**src/rtl/cpu_core_pkg.sv**
```systemverilog
// Shared definitions for the cpu_core family: opcode map, FSM states and
// the decoded control bundle that passes from the decoder to the datapath.
package lib_cpu;

    typedef enum logic [3:0] {
        ADD_A_IMM = 4'd0,
        ADD_B_IMM = 4'd1,
        MOV_A_IMM = 4'd2,
        MOV_B_IMM = 4'd3,
        MOV_A_B   = 4'd4,
        MOV_B_A   = 4'd5,
        JMP_IMM   = 4'd6,
        JNC_IMM   = 4'd7,
        IN_A      = 4'd8,
        IN_B      = 4'd9,
        OUT_B     = 4'd10,
        OUT_IMM   = 4'd11,
        ADD_A_B   = 4'd12,
        JC_IMM    = 4'd13,
        HALT      = 4'd14,
        ILLEGAL   = 4'd15
    } opecode_t;

    // State literals carry an ST_ prefix so they do not collide with the
    // HALT opcode inside this package.
    typedef enum logic [1:0] {
        ST_FETCH = 2'd0,
        ST_EXEC  = 2'd1,
        ST_HALT  = 2'd2
    } state_t;

    // Source of the value written into a or b. SEL_XFER means "the other
    // register" (b when writing a, a when writing b).
    typedef enum logic [1:0] {
        SEL_IMM  = 2'd0,
        SEL_XFER = 2'd1,
        SEL_IN   = 2'd2,
        SEL_SUM  = 2'd3
    } src_sel_t;

    typedef struct packed {
        logic     wr_a;     // write register a
        logic     wr_b;     // write register b
        src_sel_t sel;      // write-data source
        logic     add;      // cf takes the adder carry instead of clearing
        logic     add_x_b;  // adder first operand is b (else a)
        logic     add_y_b;  // adder second operand is b (else imm)
        logic     jump;     // jump taken: ip <- imm
        logic     out_wr;   // write the out register
        logic     out_imm;  // out source is imm (else b)
        logic     halt;     // enter HALT, freeze ip and cf
        logic     illegal;  // reserved opcode executed
    } ctrl_t;

endpackage

```
**src/rtl/cpu_core_if.sv**
```systemverilog
// Instruction-memory handshake between cpu_core (master) and the ROM/RAM.
interface cpu_core_if #(parameter int DATA_W = 4);
    logic [DATA_W-1:0] imem_addr;
    logic              imem_req;
    logic              imem_ack;
    logic [DATA_W+3:0] imem_rdata;

    modport master (output imem_addr, output imem_req,
                    input  imem_ack,  input  imem_rdata);
    modport slave  (input  imem_addr, input  imem_req,
                    output imem_ack,  output imem_rdata);
endinterface

```
**src/rtl/cpu_core_decoder.sv**
```systemverilog
// Combinational opcode decoder: turns the latched opcode and the current
// carry flag into datapath controls. Conditional jumps resolve here.
module cpu_decoder
    import lib_cpu::*;
(
    input  opecode_t op,
    input  logic     cf,
    output ctrl_t    ctrl
);

    // Decode one opcode into the control bundle; everything defaults off.
    always_comb begin
        ctrl = '0;
        case (op)
            ADD_A_IMM: begin ctrl.wr_a = 1'b1; ctrl.sel = SEL_SUM; ctrl.add = 1'b1; end
            ADD_B_IMM: begin ctrl.wr_b = 1'b1; ctrl.sel = SEL_SUM; ctrl.add = 1'b1;
                             ctrl.add_x_b = 1'b1; end
            MOV_A_IMM: begin ctrl.wr_a = 1'b1; ctrl.sel = SEL_IMM; end
            MOV_B_IMM: begin ctrl.wr_b = 1'b1; ctrl.sel = SEL_IMM; end
            MOV_A_B:   begin ctrl.wr_a = 1'b1; ctrl.sel = SEL_XFER; end
            MOV_B_A:   begin ctrl.wr_b = 1'b1; ctrl.sel = SEL_XFER; end
            JMP_IMM:   ctrl.jump = 1'b1;
            JNC_IMM:   ctrl.jump = ~cf;
            IN_A:      begin ctrl.wr_a = 1'b1; ctrl.sel = SEL_IN; end
            IN_B:      begin ctrl.wr_b = 1'b1; ctrl.sel = SEL_IN; end
            OUT_B:     ctrl.out_wr = 1'b1;
            OUT_IMM:   begin ctrl.out_wr = 1'b1; ctrl.out_imm = 1'b1; end
            ADD_A_B:   begin ctrl.wr_a = 1'b1; ctrl.sel = SEL_SUM; ctrl.add = 1'b1;
                             ctrl.add_y_b = 1'b1; end
            JC_IMM:    ctrl.jump = cf;
            HALT:      ctrl.halt = 1'b1;
            ILLEGAL:   ctrl.illegal = 1'b1;
            default:   ctrl = '0;
        endcase
    end

endmodule

```
**src/rtl/cpu_core.sv**
```systemverilog
// Accumulator-style CPU with a DATA_W-bit datapath. Fetches over a req/ack
// handshake, executes one instruction per EXEC cycle, and parks in HALT.
module cpu_core
    import lib_cpu::*;
#(
    parameter int DATA_W = 4
) (
    input  logic              clk,
    input  logic              rst_n,
    cpu_core_if.master        imem,
    input  logic [DATA_W-1:0] in_port,
    output logic [DATA_W-1:0] out_port,
    output logic              out_valid,
    output logic              halted,
    output logic              illegal
);

    typedef struct packed {
        logic [DATA_W-1:0] a;
        logic [DATA_W-1:0] b;
        logic [DATA_W-1:0] ip;
        logic [DATA_W-1:0] out;
        logic              cf;
    } regs_t;

    state_t            state_q, state_d;
    regs_t             regs, regs_d;
    logic [DATA_W+3:0] ir;
    opecode_t          op;
    logic [DATA_W-1:0] imm;
    ctrl_t             ctrl;
    logic              exec;
    logic [DATA_W-1:0] add_x, add_y, wval;
    logic [DATA_W:0]   sum;

    assign op   = opecode_t'(ir[DATA_W+3:DATA_W]);
    assign imm  = ir[DATA_W-1:0];
    assign exec = (state_q == ST_EXEC);

    assign imem.imem_addr = regs.ip;
    assign imem.imem_req  = (state_q == ST_FETCH);
    assign halted         = (state_q == ST_HALT);
    assign out_port       = regs.out;

    cpu_decoder u_dec (
        .op   (op),
        .cf   (regs.cf),
        .ctrl (ctrl)
    );

    // Single shared adder; carry out lands in the top bit.
    assign add_x = ctrl.add_x_b ? regs.b : regs.a;
    assign add_y = ctrl.add_y_b ? regs.b : imm;
    assign sum   = {1'b0, add_x} + {1'b0, add_y};

    // Select the value written into a or b.
    always_comb begin
        wval = sum[DATA_W-1:0];
        case (ctrl.sel)
            SEL_IMM:  wval = imm;
            SEL_XFER: wval = ctrl.wr_a ? regs.b : regs.a;
            SEL_IN:   wval = in_port;
            default:  wval = sum[DATA_W-1:0];
        endcase
    end

    // Register updates for the instruction being executed; HALT freezes all.
    always_comb begin
        regs_d = regs;
        if (exec && !ctrl.halt) begin
            regs_d.ip = ctrl.jump ? imm : regs.ip + DATA_W'(1);
            regs_d.cf = ctrl.add ? sum[DATA_W] : 1'b0;
            if (ctrl.wr_a)   regs_d.a   = wval;
            if (ctrl.wr_b)   regs_d.b   = wval;
            if (ctrl.out_wr) regs_d.out = ctrl.out_imm ? imm : regs.b;
        end
    end

    // FSM next state: wait in FETCH for ack, one EXEC cycle, HALT absorbs.
    always_comb begin
        state_d = state_q;
        case (state_q)
            ST_FETCH: if (imem.imem_ack) state_d = ST_EXEC;
            ST_EXEC:  state_d = ctrl.halt ? ST_HALT : ST_FETCH;
            ST_HALT:  state_d = ST_HALT;
            default:  state_d = ST_FETCH;
        endcase
    end

    // State, architectural registers, ir latch and the one-cycle pulses.
    always_ff @(posedge clk or negedge rst_n) begin
        if (!rst_n) begin
            state_q   <= ST_FETCH;
            regs      <= '0;
            ir        <= '0;
            out_valid <= 1'b0;
            illegal   <= 1'b0;
        end else begin
            state_q   <= state_d;
            regs      <= regs_d;
            if (state_q == ST_FETCH && imem.imem_ack) ir <= imem.imem_rdata;
            out_valid <= exec && ctrl.out_wr;
            illegal   <= exec && ctrl.illegal;
        end
    end

endmodule

```
**src/flat_wrapper.sv**
```systemverilog
// flat-port wrapper written by rule: the top's interface ports become plain ports
module cpu_core_flat import lib_cpu::*;
#(
    parameter int DATA_W = 4
)
  (clk, rst_n, in_port, out_port, out_valid, halted, illegal, imem_imem_addr, imem_imem_req, imem_imem_ack, imem_imem_rdata);
  cpu_core_if #(.DATA_W(DATA_W)) imem_i ();
  input  logic clk;
  input  logic rst_n;
  input  logic [DATA_W-1:0] in_port;
  output logic [DATA_W-1:0] out_port;
  output logic out_valid;
  output logic halted;
  output logic illegal;
  output wire logic [$bits(imem_i.imem_addr)-1:0] imem_imem_addr;
  output wire logic [$bits(imem_i.imem_req)-1:0] imem_imem_req;
  input wire logic [$bits(imem_i.imem_ack)-1:0] imem_imem_ack;
  input wire logic [$bits(imem_i.imem_rdata)-1:0] imem_imem_rdata;
  assign imem_imem_addr = imem_i.imem_addr;
  assign imem_imem_req = imem_i.imem_req;
  assign imem_i.imem_ack = imem_imem_ack;
  assign imem_i.imem_rdata = imem_imem_rdata;
  cpu_core #(.DATA_W(DATA_W)) u_core (.clk(clk), .rst_n(rst_n), .imem(imem_i), .in_port(in_port), .out_port(out_port), .out_valid(out_valid), .halted(halted), .illegal(illegal));
endmodule
```
**config.mk**
```make
export PLATFORM = sky130hd
export DESIGN_NAME = cpu_core_flat
export DESIGN_NICKNAME = d
export VERILOG_FILES = /design/src/rtl/cpu_core_pkg.sv /design/src/rtl/cpu_core_if.sv /design/src/rtl/cpu_core_decoder.sv /design/src/rtl/cpu_core.sv /design/src/flat_wrapper.sv
export SDC_FILE = /design/constraint.sdc
export NUM_CORES = 1
export LEC_CHECK = 0
export CORE_MARGIN = 3
export CORE_UTILIZATION = 54
export DETAILED_ROUTE_END_ITERATION = 10
export HOLD_SLACK_MARGIN = 0.05
export PLACE_DENSITY = 0.8
export REMOVE_ABC_BUFFERS = 1
export SLEW_MARGIN = 20
export SYNTH_ARGS = -nofsm -noshare
export SYNTH_HDL_FRONTEND = slang
export SYNTH_HIERARCHICAL = 1
export SYNTH_SLANG_ARGS = --single-unit
```
**constraint.sdc**
```tcl
create_clock -name clk -period 3.5 [get_ports clk]
set_input_delay 0.525 -clock clk [delete_from_list [all_inputs] [get_ports clk]]
set_output_delay 0.525 -clock clk [all_outputs]
set_load 0.03 [all_outputs]
```
---- After elaboration in Yosys (flattened, before gate mapping) ----
Cells that the tools add are included.
cells by class
  $add $sub $neg .......................... 2
  equality and inequality tests ........... 20
  muxes and demuxes ....................... 21
  bitwise logic cells ..................... 1
  reduce and logical (&&, ||, !) cells .... 17
operators with widths
  kind                                                 number
  equality test 4 bit, second input constant           8
  two-way mux 4 bit                                    5
  equality test 4 x 3 -> 1 bit, second input constant  4
  case mux 2 bit (3 select lines)                      2
  case mux 4 bit (3 select lines)                      1
  two-way mux 1 bit                                    10
  equality test 4 x 2 -> 1 bit, second input constant  2
  AND reduction 2 bit                                  3
  OR reduction 2 bit                                   3
  adder 4 x 4 -> 5 bit                                 1
  OR reduction 5 bit                                   1
  adder 4 x 1 -> 4 bit, second input constant          1
  equality test 2 x 1 -> 1 bit, second input constant  2
  equality test 2 bit, second input constant           2
  equality test 4 x 1 -> 1 bit, second input constant  1
  logical AND 1 bit                                    4
  zero test 2 bit                                      2
  zero test 4 bit                                      1
  two-way mux 2 bit                                    2
  OR reduction 4 bit                                   1
  case mux 1 bit (3 select lines)                      1
  OR reduction 3 bit                                   1
  != test 2 x 1 -> 1 bit, second input constant        1
  zero test 1 bit                                      1
  inverter 1 bit                                       1
word-level totals
  flip-flop bits (word level) ............. 29
  input bits .............................. 15
  output and inout port bits .............. 12
  word-level logic and storage cells ...... 70

---- Logic depth before layout (Yosys ltp) ----
Gate-level depths: netlist (run 1).
  word-level depth ........................ 5
  gate-level depth with buffers ........... 11

---- Cells and area by module ----
The synthesis (run 1) kept the hierarchy.
modules (own cells, without submodules)
  module       instances  cells an instance  area an instance (sq um)  seq. area each (sq um)
  cpu_core     1          158                1652.8                    725.7
  cpu_decoder  1          26                 163.9                     0.0

---- Worst setup path after synthesis (run 1) ----
No wires, ideal clock.
  path type ............................... register to register
  start ................................... register u_core.ir[6]
  end ..................................... register u_core/regs[13] in the netlist's numbering
  arrival time ............................ 2355 ps
  data required time ...................... 3375 ps
  path slack .............................. 1020 ps
  cell stages (with the launch flop) ...... 7
  clock period less this slack ............ 2480 ps
  path through ............................ dfrtp_1 -> or2_4 -> nor3b_2 -> mux2_2 -> ha_1 -> mux4_2 -> mux2_2
RTL lines
  what                      line             source
  start: declaration        cpu_core.sv:28   logic [DATA_W+3:0] ir;
  start signal: assignment  cpu_core.sv:101  if (state_q == ST_FETCH && imem.imem_ack) ir <= imem.imem_rdata;
  end signal: assignment    cpu_core.sv:100  regs <= regs_d;
  end: declaration          cpu_core.sv:27   regs_t regs, regs_d;

==> flow_summary.ini, run 1 <==
[logic_synthesis]
muxShareOfSynthArea_pct = 18.60
async_reset_ff_share_pct = 100.0
ys_types = 38
synth_top_cell_by_area = dfrtp_1
synth_area_sq_um = 1817
synth_xor_xnor_area_share_pct = 0.4821
synth_top_family_by_area = multiplexers
synth_top_flop_cell = dfrtp_1
yosys-top-cells-area = dfrtp_1 40%, mux2_2 9.9%, mux2i_1 6.6%, a21oi_1 5.2%, buf_4 4.1%
syn_area_per_cell_sq_um = 9.874
synth_edf_count = 0
ys_seq_elements = 29
synth_top_cell_area_share_pct = 39.94
ys_seq_area_share_pct = 39.94
yosys.area_share.adder_pct = 4.545
synthCells = 184
yosys.area_share.simple_pct = 16.18
synth_compound_area_share_pct = 12.60
yosys_warnings = 6

[worst_setup_path]
worstPathMaxFanout = 12
cp.required_ns = 3.76
critPathArrivalTime_ns = 3.00
crit_path_top_delay_cell = dfrtp_1
path_class = register to register
setup.worst_path.start_class = register
path_cells = nand2_1, nor3_1, mux2_2, ha_1, inv_1, fa_1, a21oi_1, a21oi_1, o21ai_0
end_kind = register
cp_common_cell = a21oi_1
crit_family = simple AND/OR/NAND/NOR gates
crit_path_max_incr_delay_ns = 0.53
cp_num_buf_inv = 1
cp.depth = 9
reg2reg_depth = 9

[timing]
fin_worst_skew_ns = 0.009497
tightestPinTransition_ns = 0.8356
fmax_mhz = 366.2
hold_viol = 0
fin_tns_setup_ns = 0
final.period_utilization_pct = 78.02
maxSlewHeadroom_pct = 43.80
rsz0062_at_grt = no
finalWorstPathRequiredPeriod_ns = 2.731
slew_viol_final = 0
setup_viol = 0

[cts]
clkLatencyLatePin_ns = 0.35
cts_tree = built
cts_max_level = 2
cts_buffers = 5
post_cts_buffers = 0
clk_pin_slew_ns = 0.10
ctsHoldBuffers = 0
cts_buffer_depth = 2
cts_sinks = 29
cts_root_buffer = clkbuf_4
cts_resized = 0

[drt]
vias_per_cell = 5.733
drt_iter0_markers = 67
wirelength_mm = 3.819
dr.pass1.iters = 4
wl_per_cell_um = 15.46
route.vias.total = 1416
ant_nets = 0
drc = 0

[cells_and_area]
syn2layout_area_growth_pct = 17.29
layout-drive-gt1-share_pct = 16.75
finish.instance_area_sq_um = 2131
antennaDiodeCount = 0
fin_nets = 223
fillers = 250

[grt]
grt_max_degree = 30
grt_usage_pct = 21.07
grt_overflow = 0
grt_pass1_wl_mm = 6.603
grt_pass1_vias = 1459
antenna_found_initial = 0

[worst_hold_path]
min_path_cells = 2
holdCritPathClass = register to register

[placement]
dpl_cell_area_sq_um = 2042
hpwl_mm = 2.840
gp_congestion = 0.8816
port_buffers = 26

[floorplan]
start_util_pct = 58.08
die_area_sq_um = 4096
die_h_um = 64
die_w_um = 64
floorplan.rows = 20
core_sq_um = 3128
io_pins = 27

[power]
power.density_nw_per_um2 = 905.5
p_leak_uw = 0.0008795
vdd_drop_max_mv = 0.5203

[run]
maxCapViolations = 0

[outcome]
outcome = finished clean
[flip-flops by register name, summed over array words and instances (netlist names)]
register and flops:
u_core/regs 9, u_core/ir 8, u_core/imem.imem_addr 4, u_core/out_port 4, u_core/state_q 2, u_core/illegal 1
u_core/out_valid 1
[report_power, final]
part | internal, uW | switching, uW
combinational | 473 | 503
clock | 170 | 131
sequential | 471 | 182
total | 1110 | 816
[cell families after synthesis]
group,count (synthesis)
simple gates,54
mux,30
fa+ha+maj,6
xor+xnor,1
buf+inv,24
compound gates,40
flops,29
[per-stage QoR]
step / instances / worst slack (ns) / hold WS (ns) / power, uW / utilization [%]
2_1_floorplan: 165 / 1.016 / 0.2294 / 1303 / -
4_1_cts: 247 / 0.7612 / 0.5328 / 1932 / 68.12
3_3_place_gp: 239 / 0.9365 / 0.5078 / 1590 / 65.28
5_1_grt: 247 / 0.4961 / 0.5796 / 2087 / 68.12
3_5_place_dp: 239 / 0.7840 / 0.5097 / 1630 / 65.28
6_report: 247 / 0.7693 / 0.5262 / 1929 / 68.12
[worst reg2reg max path, cell delays in order, from the launching register on]
cell and delay, ns:
dfrtp_1 0.53, nand2_1 0.14, nor3_1 0.49, mux2_2 0.40, ha_1 0.20, inv_1 0.07, fa_1 0.41, a21oi_1 0.15
a21oi_1 0.08, o21ai_0 0.18
[path summary, 6_finish.rpt]
check,start,slack [ns],endpoint
worst max-delay path,u_core/ir[7],0.77,u_core/regs[10]
worst min-delay path,u_core/regs[0],0.53,u_core/regs[0]
worst max register to register,u_core/ir[7],0.77,u_core/regs[10]
worst min register to register,u_core/regs[0],0.53,u_core/regs[0]
max in group asynchronous,rst_n,2.67,u_core/regs[16]
min in group asynchronous,rst_n,0.55,u_core/ir[4]
[cells in the mapped netlist, types with 2 or more instances]
cell type,number
o21a_1,2
and3_1,2
a21oi_1,19
nor3b_2,2
nand3b_1,2
inv_1,5
nor2b_1,3
ha_1,5
o31ai_1,2
nand3_1,2
a41oi_1,2
and2_1,5
buf_4,10
o21ai_0,10
nor3b_1,3
mux2_2,16
buf_1,2
mux2i_1,12
buf_2,3
nor2_1,14
nand2_1,13
a211oi_1,2
dfrtp_1,29
clkbuf_1,3
nand2b_1,2
nor3_1,2
[cells in the final DEF (no fill, tap or decap), types with 2 or more instances in the layout]
cell type        instances
a211oi_1                 2
a21oi_1                 19
a41oi_1                  2
and2_1                   5
and3_1                   2
buf_4                    4
clkbuf_4                 5
clkdlybuf4s50_1         26
dfrtp_1                 29
ha_1                     5
inv_1                    5
mux2_2                  16
mux2i_1                 12
nand2_1                 13
nand2b_1                 2
nand3_1                  2
nand3b_1                 2
nor2_1                  14
nor2b_1                  3
nor3_1                   2
nor3b_1                  3
nor3b_2                  2
o21a_1                   2
o21ai_0                 10
o31ai_1                  2
[routing by layer]
layer,vias up,wire length (um),track usage (%)
met4,0,69,8.895
li1,686,-,-
met5,-,0,0
met1,695,1608,23.86
met3,8,182,5.975
met2,27,1959,36.77
[cell type report]
cell class	count	area (sq um)	share of cell area (%)
Multi-Input combinational cell	131	952.2	44.69
Sequential cell	29	725.7	34.06
Timing Repair Buffer	30	290.3	13.62
Tap cell	44	55.05	2.584
Clock buffer	6	51.30	2.408
Clock inverter	2	37.54	1.762
Inverter	5	18.77	0.8808
Note: power is estimated with default switching activity, not from simulation.
==> inputs of run 2 (changes only) <==
==> constraint.sdc (replaced) <==
create_clock -name clk -period 2.7 [get_ports clk]
set_input_delay 0.405 -clock clk [delete_from_list [all_inputs] [get_ports clk]]
set_output_delay 0.405 -clock clk [all_outputs]
set_load 0.03 [all_outputs]
==> run 2 against run 1 <==
Net effect:
- sequential power increased by 27%
- total power is 31% higher
- utilization increased by 1.9 points
- largest cell class unchanged
==> flow_summary.ini, run 2 (synthesized netlist as in run 1, its figures left out) <==
[outcome]
outcome = finished clean

[cts]
clkLatencyLatePin_ns = 0.34
cts_sinks = 29
ctsHoldBuffers = 0
cts_max_level = 2
cts_buffer_depth = 2
cts_tree = built
cts_root_buffer = clkbuf_4
clk_pin_slew_ns = 0.10
cts_buffers = 5

[worst_hold_path]
holdCritPathClass = primary input to asynchronous set/reset pin

[floorplan]
die_h_um = 64
floorplan.rows = 20
core_sq_um = 3128
die_w_um = 64
io_pins = 27
start_util_pct = 58.08
die_area_sq_um = 4096

[cells_and_area]
finish.instance_area_sq_um = 2190
largest_reg_flops = 9
largest-register = u_core/regs
final_common_cell = dfrtp_1
mostFrequentLayoutCells = 27 x dfrtp_1, 26 x clkdlybuf4s50_1, 18 x a21oi_1
syn2layout_area_growth_pct = 20.52
reg_top3 = u_core/regs (9), u_core/ir (8)
antennaDiodeCount = 0
fin_nets = 230
layout-drive-gt1-share_pct = 21.43

[timing]
final.period_utilization_pct = 95.36
finalWorstPathRequiredPeriod_ns = 2.575
fmax_mhz = 388.4
fin_worst_skew_ns = 0.009579
fin_ws_ns = 0.1252
slew_viol_final = 0
maxSlewHeadroom_pct = 60.80
tightestPinTransition_ns = 0.5854
hold_ws_ns = 0.4442
hold_viol = 0
setup_viol = 0

[grt]
grt_pass1_vias = 1481
grt_pass1_wl_mm = 6.948
grt_overflow = 0
antenna_found_initial = 0
grt_max_degree = 30
grt_usage_pct = 22.24

[worst_setup_path]
setup.worst_path.start_class = register
critPathLaunch = u_core/ir[7]
cp_num_buf_inv = 1
cp.required_ns = 2.96
worstPathMaxFanout = 8
critPathArrivalTime_ns = 2.83
crit_path_max_incr_delay_ns = 0.47
path_class = register to register
crit_family = adder cells
path_cells = or2_4, nor3b_4, mux2_2, ha_1, inv_1, fa_1, a21oi_1, a21oi_1, o21ai_0
end_kind = register
timing.rr.start = u_core/ir[7]
cp_common_cell = a21oi_1
crit_path_top_delay_cell = dfrtp_2

[power]
p_leak_uw = 0.0009163
p_total_uw = 2536
power.density_nw_per_um2 = 1158
vdd_drop_max_mv = 0.6855

[placement]
gp_congestion = 0.8343
port_buffers = 26
dpl_cell_area_sq_um = 2087
dp_slack_ns = 0.09622
hpwl_mm = 2.925

[drt]
drt_iter0_markers = 43
vias_per_cell = 5.630
drc = 0
wl_per_cell_um = 15.83
ant_nets = 0
wirelength_mm = 4.021
dr.pass1.iters = 4
route.vias.total = 1430

[run]
maxCapViolations = 0
run 2: routing by layer:
| metal | vias up | global-route usage [%] | wire [um] |
|---|---|---|---|
| met1 | 691 | 26.02 | 1643 |
| li1 | 688 | - | - |
| met3 | 11 | 5.800 | 216 |
| met5 | - | 0 | 0 |
| met4 | 0 | 10.24 | 85 |
| met2 | 40 | 37.81 | 2076 |
run 2: path summary, 6_finish.rpt:
kind	end	cells past startpoint	slack (ns)
max	u_core/regs[14]	9	0.13
min	u_core/regs[0]	2	0.44
max reg2reg	u_core/regs[14]	9	0.13
min reg2reg	u_core/regs[0]	2	0.54
max in group asynchronous	u_core/ir[7]	2	1.97
min in group clk	u_core/regs[0]	2	0.54
run 2: per-stage QoR:
stage	TNS (ns)	utilization (%)	cells
finish	0	70.00	254
floorplan	0	-	165
CTS	0	68.96	253
global placement	0	66.72	245
global route	-0.003164	70.00	254
detailed placement	0	66.72	245
run 2: timing repair:
item / CTS / global route
resized for setup: 0 / 6
buffers inserted: 0 / 1
setup endpoints to repair: 0 / 4
run 2: final cells by class:
cell class	count	area [sq um]
Multi-Input combinational cell	131	974.7
Fill cell	238	938.4
Sequential cell	29	728.2
Timing Repair Buffer	37	342.8
Clock buffer	7	65.06
Tap cell	44	55.05
Inverter	5	18.77
Clock inverter	1	5.005
run 2: where the power goes:
group	switching, uW	internal, uW	leakage (uW)	total (uW)
logic	722	674	0.000530	1400
registers	218	613	0.000345	831
clock network	158	151	0.0000413	309
==> inputs of run 3 (changes only) <==
--- a/config.mk
+++ b/config.mk
@@ -6,13 +6,13 @@
 export NUM_CORES = 1
 export LEC_CHECK = 0
 export CORE_MARGIN = 3
-export CORE_UTILIZATION = 54
+export CORE_UTILIZATION = 53
+export CTS_CLUSTER_SIZE = 14
 export DETAILED_ROUTE_END_ITERATION = 10
 export HOLD_SLACK_MARGIN = 0.05
-export PLACE_DENSITY = 0.8
+export PLACE_DENSITY = 0.79
 export REMOVE_ABC_BUFFERS = 1
 export SLEW_MARGIN = 20
 export SYNTH_ARGS = -nofsm -noshare
 export SYNTH_HDL_FRONTEND = slang
-export SYNTH_HIERARCHICAL = 1
 export SYNTH_SLANG_ARGS = --single-unit
==> run 3 against run 2 <==
Net effect:
- synthesized cell count down 9.2%
- non-clock buffer count up 5
- register-to-register slack worse by 0.08 ns
==> flow_summary.ini, run 3 <==
[cells_and_area]
antennaDiodeCount = 0
final_common_cell = dfrtp_1
mostFrequentLayoutCells = 29 x dfrtp_1, 26 x clkdlybuf4s50_1, 19 x mux2_2
largest-register = u_core.regs
layout-drive-gt1-share_pct = 26.73
largest_reg_flops = 9
syn2layout_area_growth_pct = 23.89
fin_nets = 222
reg_top3 = u_core.regs (9), u_core.ir (8)

[worst_setup_path]
crit_path_max_incr_delay_ns = 0.44
setup.worst_path.start_class = register
reg2reg_setup_slack_ns = 0.05
path_class = register to register
path_cells = nand3b_1, nor2_1, buf_4, mux2_2, fa_2, xnor2_2, a211oi_1, a211o_1, mux2_2
cp_common_cell = mux2_2
worstPathMaxFanout = 4
timing.rr.start = u_core.ir[4]
critPathArrivalTime_ns = 2.87
cp_num_buf_inv = 1
crit_path_top_delay_cell = dfrtp_1
cp.required_ns = 2.92
end_kind = register
reg2reg_depth = 9
crit_family = multiplexers
r2r-end = u_core.regs[11]

[drt]
ant_nets = 0
vias_per_cell = 5.703
drt_iter0_markers = 52
wl_per_cell_um = 16.32
wirelength_mm = 4.015
dr.pass1.iters = 4
drc = 0
route.vias.total = 1403

[logic_synthesis]
synth_edf_count = 0
ys_seq_area_share_pct = 41.37
synth_top_cell_area_share_pct = 41.37
synth_top_cell_by_area = dfrtp_1
syn_area_per_cell_sq_um = 10.50
yosysMostFrequentCell = dfrtp_1
synth_top_flop_cell = dfrtp_1
synthCells = 167
ys_types = 43
synth_area_sq_um = 1754
yosys_warnings = 0
synth_commonest_cells = 29 x dfrtp_1, 20 x mux2_2, 12 x nand2_1
yosys-top-cells-area = dfrtp_1 41%, mux2_2 13%, ha_1 3.6%, mux2i_1 3.4%, buf_4 3.4%
ys_seq_elements = 29
async_reset_ff_share_pct = 100.0

[timing]
fmax_mhz = 377.3
final.period_utilization_pct = 98.17
setup_viol = 0
fin_worst_skew_ns = 0.01184
tightestPinTransition_ns = 0.4432
fin_ws_ns = 0.04937
hold_ws_ns = 0.4271
finalWorstPathRequiredPeriod_ns = 2.651
rsz0062_at_grt = yes
slew_viol_final = 0
maxSlewHeadroom_pct = 70.45
hold_viol = 0
fin_tns_setup_ns = 0

[cts]
cts_buffer_depth = 2
clk_pin_slew_ns = 0.10
cts_buffers = 5
ctsHoldBuffers = 0
cts_sinks = 29
clkLatencyLatePin_ns = 0.34
cts_tree = built
cts_max_level = 2
cts_root_buffer = clkbuf_4

[floorplan]
core_sq_um = 3103
die_h_um = 63.53
io_pins = 27
start_util_pct = 56.53
die_area_sq_um = 4036
die_w_um = 63.53
floorplan.rows = 20

[grt]
grt_max_degree = 30
grt_pass1_vias = 1414
antenna_found_initial = 0
grt_overflow = 0
grt_pass1_wl_mm = 6.796
grt_usage_pct = 21.88

[placement]
hpwl_mm = 3.027
gp_congestion = 0.9203
port_buffers = 26
dp_slack_ns = -0.05333

[outcome]
outcome = finished clean

[power]
p_leak_uw = 0.0009321
power.density_nw_per_um2 = 1136
vdd_drop_max_mv = 0.6294

[worst_hold_path]
holdCritPathClass = primary input to asynchronous set/reset pin

[run]
maxCapViolations = 0
[run 3: cell families after synthesis]
group	share of synthesized area (%)
mux	18.19
flops	41.37
simple gates	12.13
buf+inv	6.776
xor+xnor	0.9988
compound gates	15.26
fa+ha+maj	5.278
[run 3: layout make-up]
class	instances	area [sq um]
multi-input cells	118	938.4
fillers	266	929.6
inverters	5	18.77
repair buffers	42	380.4
clock buffers	5	37.54
well taps	44	55.05
flip-flops and latches	29	725.7
clock inverters	3	17.52
[run 3: layer usage]
metal  global-route usage, %  routed length (um)
met4                   12.67                 161
met1                   26.25                1653
met3                   4.278                 196
met5                       0                   0
met2                   36.25                2005
[run 3: worst reg2reg max path, cell delays in order (launching register included)]
cell	delay, ns
dfrtp_1	0.44
nand3b_1	0.20
nor2_1	0.17
buf_4	0.16
mux2_2	0.37
fa_2	0.43
xnor2_2	0.19
a211oi_1	0.07
a211o_1	0.25
mux2_2	0.26
[run 3: how the worst max path moves through the flow]
stage	cells after the start	to	slack, ns	start
2_1_floorplan	9	u_core.regs[11]	-0.11	u_core.ir[4]
3_3_place_gp	9	u_core.regs[11]	0.09	u_core.ir[7]
3_5_place_dp	9	u_core.regs[11]	-0.05	u_core.ir[7]
4_1_cts	10	u_core.regs[12]	0.0005	u_core.ir[7]
5_1_grt	10	u_core.regs[16]	-0.01	u_core.ir[7]
6_report	9	u_core.regs[11]	0.05	u_core.ir[4]
[run 3: through the flow]
step / std cells / total power, uW / area, sq um / util [%]
2_1_floorplan: 152 / 1634 / 1654 / -
3_3_place_gp: 234 / 2029 / 2059 / 66.37
3_5_place_dp: 234 / 2098 / 2059 / 66.37
4_1_cts: 244 / 2403 / 2140 / 68.95
5_1_grt: 246 / 2639 / 2173 / 70.04
6_report: 246 / 2469 / 2173 / 70.04
[run 3: where the power goes]
| group | total [uW] | internal (uW) | switching, uW |
|---|---|---|---|
| Combinational | 1430 | 719 | 711 |
| Clock | 256 | 97.9 | 158 |
| Sequential | 783 | 603 | 181 |
| Total | 2470 | 1420 | 1050 |
[run 3: timing repair]
action / 4_1_cts / 5_1_grt
cloned: 0 / 0
endpoints found under the setup margin: 2 / 4
setup buffers: 2 / 2
gates resized for setup: 2 / 5
pin swaps: 2 / 3
